$ cat config.mk
export PLATFORM = sky130hd
export DESIGN_NAME = sid_cycle_sched
export DESIGN_NICKNAME = d
export VERILOG_FILES = /design/src/rtl/sid_pkg.sv /design/src/rtl/sid_bus_capture.sv /design/src/rtl/sid_cycle_sched.sv
export SDC_FILE = /design/constraint.sdc
export NUM_CORES = 1
export LEC_CHECK = 0
export CORE_MARGIN = 2
export CORE_UTILIZATION = 50
export DETAILED_ROUTE_END_ITERATION = 12
export PLACE_DENSITY = 0.76
export SKIP_LAST_GASP = 1
export SYNTH_ARGS = -nofsm -noshare
export SYNTH_HDL_FRONTEND = slang
export SYNTH_SLANG_ARGS = --single-unit
$ cat constraint.sdc
create_clock -name clk -period 2.5 [get_ports clk]
set_input_delay 0.5 -clock clk [delete_from_list [all_inputs] [get_ports clk]]
set_output_delay 0.5 -clock clk [all_outputs]
set_load 0.02 [all_outputs]
$ cat src/rtl/sid_pkg.sv
// Shared types and default pass lengths for the SID cycle sequencer and write scheduler.
// Cycle values use 0 to mean idle.
package sid;

  localparam int VOICE_LAST_DEFAULT  = 18;
  localparam int FILTER_LAST_DEFAULT = 12;
  localparam int REPLAY_LAST         = 6;

  typedef logic [4:0] cycle_t;

  typedef enum logic [1:0] {
    IDLE   = 2'd0,
    VOICE  = 2'd1,
    FILTER = 2'd2
  } sched_state_t;

  typedef struct packed {
    logic [1:0] cs;
    logic [4:0] addr;
    logic [7:0] data;
  } wr_req_t;

endpackage

$ cat src/rtl/sid_bus_capture.sv
// Detects CPU writes on the falling phi2 edge and holds one pending request; the request is
// visible one clock after the edge, and an unconsumed request is overwritten with a drop pulse.
module sid_bus_capture
  import sid::*;
(
  input  logic       clk,
  input  logic       rst_n,
  input  logic       bus_phi2_i,
  input  logic       bus_r_w_n_i,
  input  logic [1:0] bus_cs_i,
  input  logic [4:0] bus_addr_i,
  input  logic [7:0] bus_data_i,
  input  logic       take_i,
  output logic       pend_vld_o,
  output wr_req_t    pend_o,
  output logic       drop_o
);

  logic    phi2_prev_q;
  logic    pend_vld_q, pend_vld_d;
  wr_req_t pend_q, pend_d;
  logic    drop_q, drop_d;
  logic    wr_detect;

  assign wr_detect = phi2_prev_q & ~bus_phi2_i & ~bus_r_w_n_i & (|bus_cs_i);

  always_comb begin
    pend_d     = pend_q;
    pend_vld_d = pend_vld_q;
    drop_d     = 1'b0;
    if (take_i) begin
      pend_vld_d = 1'b0;
    end
    // A take on the same edge hands the old entry to the scheduler, so nothing is lost then.
    if (wr_detect) begin
      pend_d.cs   = bus_cs_i;
      pend_d.addr = bus_addr_i;
      pend_d.data = bus_data_i;
      pend_vld_d  = 1'b1;
      drop_d      = pend_vld_q & ~take_i;
    end
  end

  always_ff @(posedge clk or negedge rst_n) begin
    if (!rst_n) begin
      phi2_prev_q <= 1'b0;
      pend_vld_q  <= 1'b0;
      pend_q      <= '0;
      drop_q      <= 1'b0;
    end else begin
      phi2_prev_q <= bus_phi2_i;
      pend_vld_q  <= pend_vld_d;
      pend_q      <= pend_d;
      drop_q      <= drop_d;
    end
  end

  assign pend_vld_o = pend_vld_q;
  assign pend_o     = pend_q;
  assign drop_o     = drop_q;

endmodule

$ cat src/rtl/sid_cycle_sched.sv
// Per-sample voice/filter cycle sequencer that replays one captured write in voice cycles 1..6.
// Optional SID_SCHED_STATS_EN adds saturating drop/overrun counters.
module sid_cycle_sched
  import sid::*;
#(
  parameter int VOICE_LAST  = VOICE_LAST_DEFAULT,
  parameter int FILTER_LAST = FILTER_LAST_DEFAULT
) (
  input  logic        clk,
  input  logic        rst_n,
  input  logic        start,
  input  logic        bus_phi2,
  input  logic        bus_r_w_n,
  input  logic [1:0]  bus_cs,
  input  logic [4:0]  bus_addr,
  input  logic [7:0]  bus_data,
  output logic [4:0]  voice_cycle,
  output logic [4:0]  filter_cycle,
  output logic        busy,
  output logic        wr_en,
  output logic [1:0]  wr_cs,
  output logic [4:0]  wr_addr,
  output logic [7:0]  wr_data,
  output logic        wr_drop,
  output logic        overrun
`ifdef SID_SCHED_STATS_EN
  ,
  output logic [15:0] drop_count,
  output logic [15:0] overrun_count
`endif
);

  localparam cycle_t VLAST  = cycle_t'(VOICE_LAST);
  localparam cycle_t FLAST  = cycle_t'(FILTER_LAST);
  localparam cycle_t RLAST  = cycle_t'(REPLAY_LAST);
  localparam cycle_t CYC_1  = cycle_t'(1);

  sched_state_t state_q, state_d;
  cycle_t       voice_q, voice_d;
  cycle_t       filter_q, filter_d;
  logic         take;

  logic         act_vld_q, act_vld_d;
  wr_req_t      act_q, act_d;
  logic         wr_en_q, wr_en_d;
  wr_req_t      wr_q, wr_d;
  logic         replay;

  logic         pend_vld;
  wr_req_t      pend;
  logic         drop_pulse;

  sid_bus_capture u_capture (
    .clk         (clk),
    .rst_n       (rst_n),
    .bus_phi2_i  (bus_phi2),
    .bus_r_w_n_i (bus_r_w_n),
    .bus_cs_i    (bus_cs),
    .bus_addr_i  (bus_addr),
    .bus_data_i  (bus_data),
    .take_i      (take),
    .pend_vld_o  (pend_vld),
    .pend_o      (pend),
    .drop_o      (drop_pulse)
  );

  always_comb begin
    state_d  = state_q;
    voice_d  = voice_q;
    filter_d = filter_q;
    take     = 1'b0;
    unique case (state_q)
      IDLE: begin
        voice_d  = '0;
        filter_d = '0;
        if (start) begin
          state_d = VOICE;
          voice_d = CYC_1;
          take    = 1'b1;
        end
      end
      VOICE: begin
        if (voice_q == VLAST) begin
          state_d  = FILTER;
          voice_d  = '0;
          filter_d = CYC_1;
        end else begin
          voice_d = voice_q + CYC_1;
        end
      end
      FILTER: begin
        if (filter_q == FLAST) begin
          state_d  = IDLE;
          filter_d = '0;
        end else begin
          filter_d = filter_q + CYC_1;
        end
      end
      default: begin
        state_d  = IDLE;
        voice_d  = '0;
        filter_d = '0;
      end
    endcase
  end

  // The active slot is only loaded when a pass begins, so writes seen mid-pass wait for the next one.
  always_comb begin
    act_vld_d = act_vld_q;
    act_d     = act_q;
    if (take) begin
      act_vld_d = pend_vld;
      act_d     = pend;
    end else if (voice_q == RLAST) begin
      act_vld_d = 1'b0;
    end
    replay  = act_vld_d && (voice_d >= CYC_1) && (voice_d <= RLAST);
    wr_en_d = replay;
    wr_d    = replay ? act_d : '0;
  end

  always_ff @(posedge clk or negedge rst_n) begin
    if (!rst_n) begin
      state_q   <= IDLE;
      voice_q   <= '0;
      filter_q  <= '0;
      act_vld_q <= 1'b0;
      act_q     <= '0;
      wr_en_q   <= 1'b0;
      wr_q      <= '0;
    end else begin
      state_q   <= state_d;
      voice_q   <= voice_d;
      filter_q  <= filter_d;
      act_vld_q <= act_vld_d;
      act_q     <= act_d;
      wr_en_q   <= wr_en_d;
      wr_q      <= wr_d;
    end
  end

  assign voice_cycle  = voice_q;
  assign filter_cycle = filter_q;
  assign busy         = (state_q != IDLE);
  assign wr_en        = wr_en_q;
  assign wr_cs        = wr_q.cs;
  assign wr_addr      = wr_q.addr;
  assign wr_data      = wr_q.data;
  assign wr_drop      = drop_pulse;
  // The last filter cycle still reads as busy, so a start there is rejected too.
  assign overrun      = start & busy;

`ifdef SID_SCHED_STATS_EN
  logic [15:0] drop_cnt_q, ovr_cnt_q;

  always_ff @(posedge clk or negedge rst_n) begin
    if (!rst_n) begin
      drop_cnt_q <= '0;
      ovr_cnt_q  <= '0;
    end else begin
      if (wr_drop && (drop_cnt_q != 16'hFFFF)) drop_cnt_q <= drop_cnt_q + 16'd1;
      if (overrun && (ovr_cnt_q != 16'hFFFF))  ovr_cnt_q  <= ovr_cnt_q + 16'd1;
    end
  end

  assign drop_count    = drop_cnt_q;
  assign overrun_count = ovr_cnt_q;
`endif

endmodule

# == Yosys cells after proc, flatten, opt, wreduce, memory -nomap -nowiden ==
# Cells that the tools add are included.
# W data, S select, Z words.
# totals
in_bits,20
reg_bits,62
wordCells,63
output_inout_bits,29
# op_classes
eq_ne,8
addsub,2
n_reduce_logical,7
n_bitwise,8
n_mux,19
order_cmp,2
# op_table
op,count
$mux W15,2
$mux W5,3
$pmux W5 S3,1
$add A5 B1 Y5 const B,2
$pmux W5 S2,1
$mux W1,8
$mux W2,3
$ne A2 B2 Y1 const B,3
$pmux W2 S3,1
$and A1 B1 Y1,5
$eq A5 B3 Y1 const B,1
$eq A5 B4 Y1 const B,1
$eq A5 B5 Y1 const B,1
$ge A5 B1 Y1 const B,1
$le A5 B3 Y1 const B,1
$reduce_bool A2 Y1,2
$not A1 Y1,3
$reduce_and A3 Y1,1
$eq A2 B1 Y1 const B,1
$eq A2 B2 Y1 const B,1
$logic_and A1 B1 Y1,2
$logic_not A2 Y1,1
$reduce_or A2 Y1,1

# == Depth between registers and ports, before layout ==
# depth
ltp_word,7
ltp_mapped,9
mapped_depth_nobuf,7

# == Modules after synthesis ==
# Synthesis repeated with hierarchy kept, for this count alone.
# hier_totals
hier_cells,208
hier_area_um2,2824.0
# by_module_without_submodules
mod,area_per_inst_um2,instances,seq_area_each_um2,cells_each
sid_cycle_sched,2145.8,1,1101.1,169
sid_bus_capture,678.2,1,450.4,39

# == Least setup slack after synthesis ==
# No wires, ideal clock.
# synth_timing
kind,register to register
start,"reg voice_q[0], in the netlist voice_cycle[0]"
end,reg wr_q (netlist bit wr_addr[0])
t_required_ns,2.433
period_less_slack_ns,1.974
setup_ns,0.067
n_path_buf,1
path_stages_with_launch,9
arrival_time_ns,1.907
slack_ns,0.526
cell_sequence,dfrtp_1 inv_1 ha_1 and3b_1 or3_4 nand3_2 nand4_4 buf_12 nor2b_4
# synth_rtl
item,line,source
"start, declared",sid_cycle_sched.sv:39,"cycle_t voice_q, voice_d;"
"start signal, assigned",sid_cycle_sched.sv:133,voice_q <= voice_d;
"end signal, assigned",sid_cycle_sched.sv:138,wr_q <= wr_d;
"end, declared",sid_cycle_sched.sv:46,"wr_req_t wr_q, wr_d;"

# == Worst setup path in the final report ==
# layout_timing
start,reg state_q[1]
end,out busy
# layout_between
elab_chain_cells,1
# layout_rtl
item,line,source
"start, declared",sid_cycle_sched.sv:38,"sched_state_t state_q, state_d;"
"start signal, assigned",sid_cycle_sched.sv:132,state_q <= state_d;
$reduce_bool A2 Y1,sid_cycle_sched.sv:144,assign busy = (state_q != IDLE);
"end, declared",sid_cycle_sched.sv:19,"output logic busy,"
# Every way passes these cells.

==> impl_metrics.csv <==
group,metric,value,unit
clock_network,cts_tree,"done",
yosys,synth_top_area_share,0.5470,
timing,setup_violations,0,
placed_design,hpwl,3537,um
timing,final.setup.tns,0,ns
routing,drc,0,
timing,period_minus_slack,2.286,ns
floorplan,io_pins,49,
clock_network,clk_pin_slew_worst_paths,0.06,ns
clock_network,clock-sinks,62,
global_route,antenna_found_initial,0,
global_route,grt-ovfl-total,0,
yosys,synthSimpleGateAreaFrac,0.1619,
final_layout,nFillCells,424,
floorplan,dieHeight,79.32,um
yosys,synthTopCellsByCount,"dfrtp_1 (62), mux2_2 (28), nand2_1 (11)",
worst_setup_path,regToRegEndpoint,"wr_data[0]",
yosys,ys.flop_type,"dfrtp_1",
routing,wire_per_inst,15.05,um
yosys,syn_area_per_cell,13.64,um^2
timing,tightest_slew,0.6448,ns
min_path,hp-class,"input port to asynchronous set/reset pin",
final_layout,area_delta_synth_final,28.67,%
pwr,ir_drop,0.6328,mV
timing,finClkSkew,0.007814,ns
worst_setup_path,worstSetupEndpointType,"output pin",
clock_network,hold_buffers,0,
floorplan,core_area,0.005507,mm^2
routing,drt_iter0_markers,119,
floorplan,start_util,0.5151,
yosys,synth_edf_count,0,
floorplan,die_area,0.006292,mm^2
outcome,status,"complete, no violations",
worst_setup_path,rr_startpoint,"state_q[1]",
yosys,synthDistinctLibCells,50,
yosys,synth_most_common_cell,"dfrtp_1",
global_route,grt_max_degree,37,
timing,fmax,437.4,MHz
yosys,syn_nets,237,
yosys,syn_area,0.002836,mm^2
routing,vias,1739,
global_route,grt_util_all_layers,0.1845,
worst_setup_path,r2r_cells,8,
final_layout,nets,295,
global_route,grt_pass1_wl,8638,um
worst_setup_path,cp_data_required_time,2.00,ns
routing,ant_nets,0,
timing,slew_violations,0,
yosys,synthMuxAreaShare,0.1231,
yosys,synthXorXnorAreaFrac,0.006176,
flow_run,maxCapViolations,0,
timing,hold_viol_final,0,
timing,slew_headroom,0.5701,
yosys,synth_compound_area_frac,0.08469,
clock_network,h-tree-depth,3,
yosys,synthCells,208,
worst_setup_path,start_kind,"flop",
clock_network,clk-insertion-delay-late,0.32,ns
placed_design,portBuffers,48,
clock_network,clock_tree.buffer_depth,2,
routing,drt-total-wl,5146,um
floorplan,die_w,79.32,um
global_route,grt_pass1_vias,1760,
routing,drtPass1Iterations,5,
clock_network,numCtsBuffers,9,
final_layout,drive_gt1_frac,0.2704,
routing,via_per_inst,5.085,
timing,grt_setup_unrepaired,"false",
worst_setup_path,cp.arrival,1.79,ns
floorplan,row_count,27,
yosys,synthArstFlopShare,1.000,
timing,whs,0.1941,ns
clock_network,cts-root-buf,"clkbuf_8",
final_layout,n_antenna_cell,0,
pwr,power_density,1089,mW/mm^2
timing,layout_worst_path_cycle_share,0.9146,
yosys,synth_top_family_by_area,"simple AND/OR/NAND/NOR gates",
pwr,p_leak,1.608,nW
placed_design,gp_congestion,0.8081,
yosys,yosys_warnings,0,
worst_setup_path,r2r_slack,0.30,ns
yosys,yosysTopAreaCell,"dfrtp_1",
worst_setup_path,crit_fanout,5,
yosys,synthAdderAreaFrac,0.03970,
yosys,ys_seq_area_frac,0.5470,
yosys,yosys-top-cells-area,"dfrtp_1 (55%), mux2_2 (11%), nor2b_4 (4.4%)",
yosys,ys_seq_elements,62,
worst_setup_path,worstSetupPathType,"flop to output pin",
==> metal layers <==
layer | share of wire | vias to the layer above | track usage
li1 | - | 840 | -
met1 | 0.45 | 846 | 0.2345
met2 | 0.50 | 43 | 0.2992
met3 | 0.031 | 10 | 0.03864
met4 | 0.019 | 0 | 0.09310
met5 | 0 | - | 0
==> flip-flops by register name, indices dropped and copies added, names as in the netlist <==
signal and count:
wr_en 1, wr_data 8, voice_cycle 5, u_capture.pend_vld_o 1
wr_addr 5, act_q 15, state_q 2, filter_cycle 5
act_vld_q 1, u_capture.phi2_prev_q 1, u_capture.drop_o 1, u_capture.pend_o 15
wr_cs 2
==> power by group <==
group	switching (mW)	internal, mW	leakage, nW
Sequential	0.153	1.30	0.790
Combinational	0.701	0.784	0.699
Clock	0.349	0.683	0.119
==> worst max-delay path, stage by stage, from the launching register on <==
cell	delay, ns
dfrtp_1	0.41
inv_1	0.11
ha_1	0.25
inv_1	0.09
clkdlybuf4s50_1	0.60
==> through the flow <==
step                cell area (um^2)  utilization  cells  total power, mW  setup slack [ns]
global route                    3650       0.6628    342            4.200           0.09604
detailed placement              3376       0.6130    324            2.905            0.1340
global placement                3376       0.6130    324            2.866            0.1812
floorplan                       2836            -    208            2.475            0.5259
CTS                             3612       0.6560    339            3.953           0.08851
finish                          3650       0.6628    342            3.973            0.2135
==> final cells by class <==
type | instances | area (um^2) | share of cell area
flip-flops and latches | 62 | 1551 | 0.4251
multi-input cells | 128 | 1179 | 0.3229
repair buffers | 55 | 555.5 | 0.1522
clock buffers | 11 | 141.4 | 0.03874
clock inverters | 4 | 95.09 | 0.02605
well taps | 72 | 90.09 | 0.02468
inverters | 10 | 37.54 | 0.01028
==> cell usage in the layout, fill, tap and decap left out, types with 2 or more instances in the layout <==
cell / netlist / final
dfrtp_1: 62 / 62
clkdlybuf4s50_1: 0 / 46
mux2_2: 28 / 28
nand2_1: 11 / 11
clkbuf_8: 0 / 10
inv_1: 9 / 9
nor2b_4: 9 / 9
ha_1: 9 / 9
nor2b_1: 8 / 8
o21ai_0: 7 / 7
nor2_1: 6 / 6
buf_4: 1 / 5
nand3_1: 4 / 4
a21oi_1: 4 / 4
nor3_1: 3 / 3
mux2_1: 3 / 3
bufinv_16: 0 / 3
nand3b_1: 2 / 2
a21o_1: 2 / 2
o21a_1: 2 / 2
nand4_1: 2 / 2
a31oi_1: 2 / 2
buf_12: 1 / 2
==> how the worst max path moves through the flow <==
stage | startpoint | endpoint | slack (ns) | cells after the start
floorplan | voice_cycle[0] | wr_addr[0] | 0.53 | 8
global placement | start | wr_data[2] | 0.18 | 6
detailed placement | start | wr_cs[1] | 0.13 | 6
CTS | state_q[1] | overrun | 0.09 | 4
global route | state_q[1] | busy | 0.1 | 4
finish | state_q[1] | busy | 0.21 | 4
==> logic make-up after synthesis <==
family | Yosys count
flops | 62
simple gates | 58
mux | 31
compound gates | 28
buf+inv | 18
fa+ha+maj | 9
xor+xnor | 2
==> what timing repair did <==
| action | CTS | global route |
|---|---|---|
| resized for setup | 0 | 1 |
| setup endpoints to repair | 0 | 5 |
| setup buffers | 0 | 3 |
No activity file was read; power rests on OpenSTA's default activity.
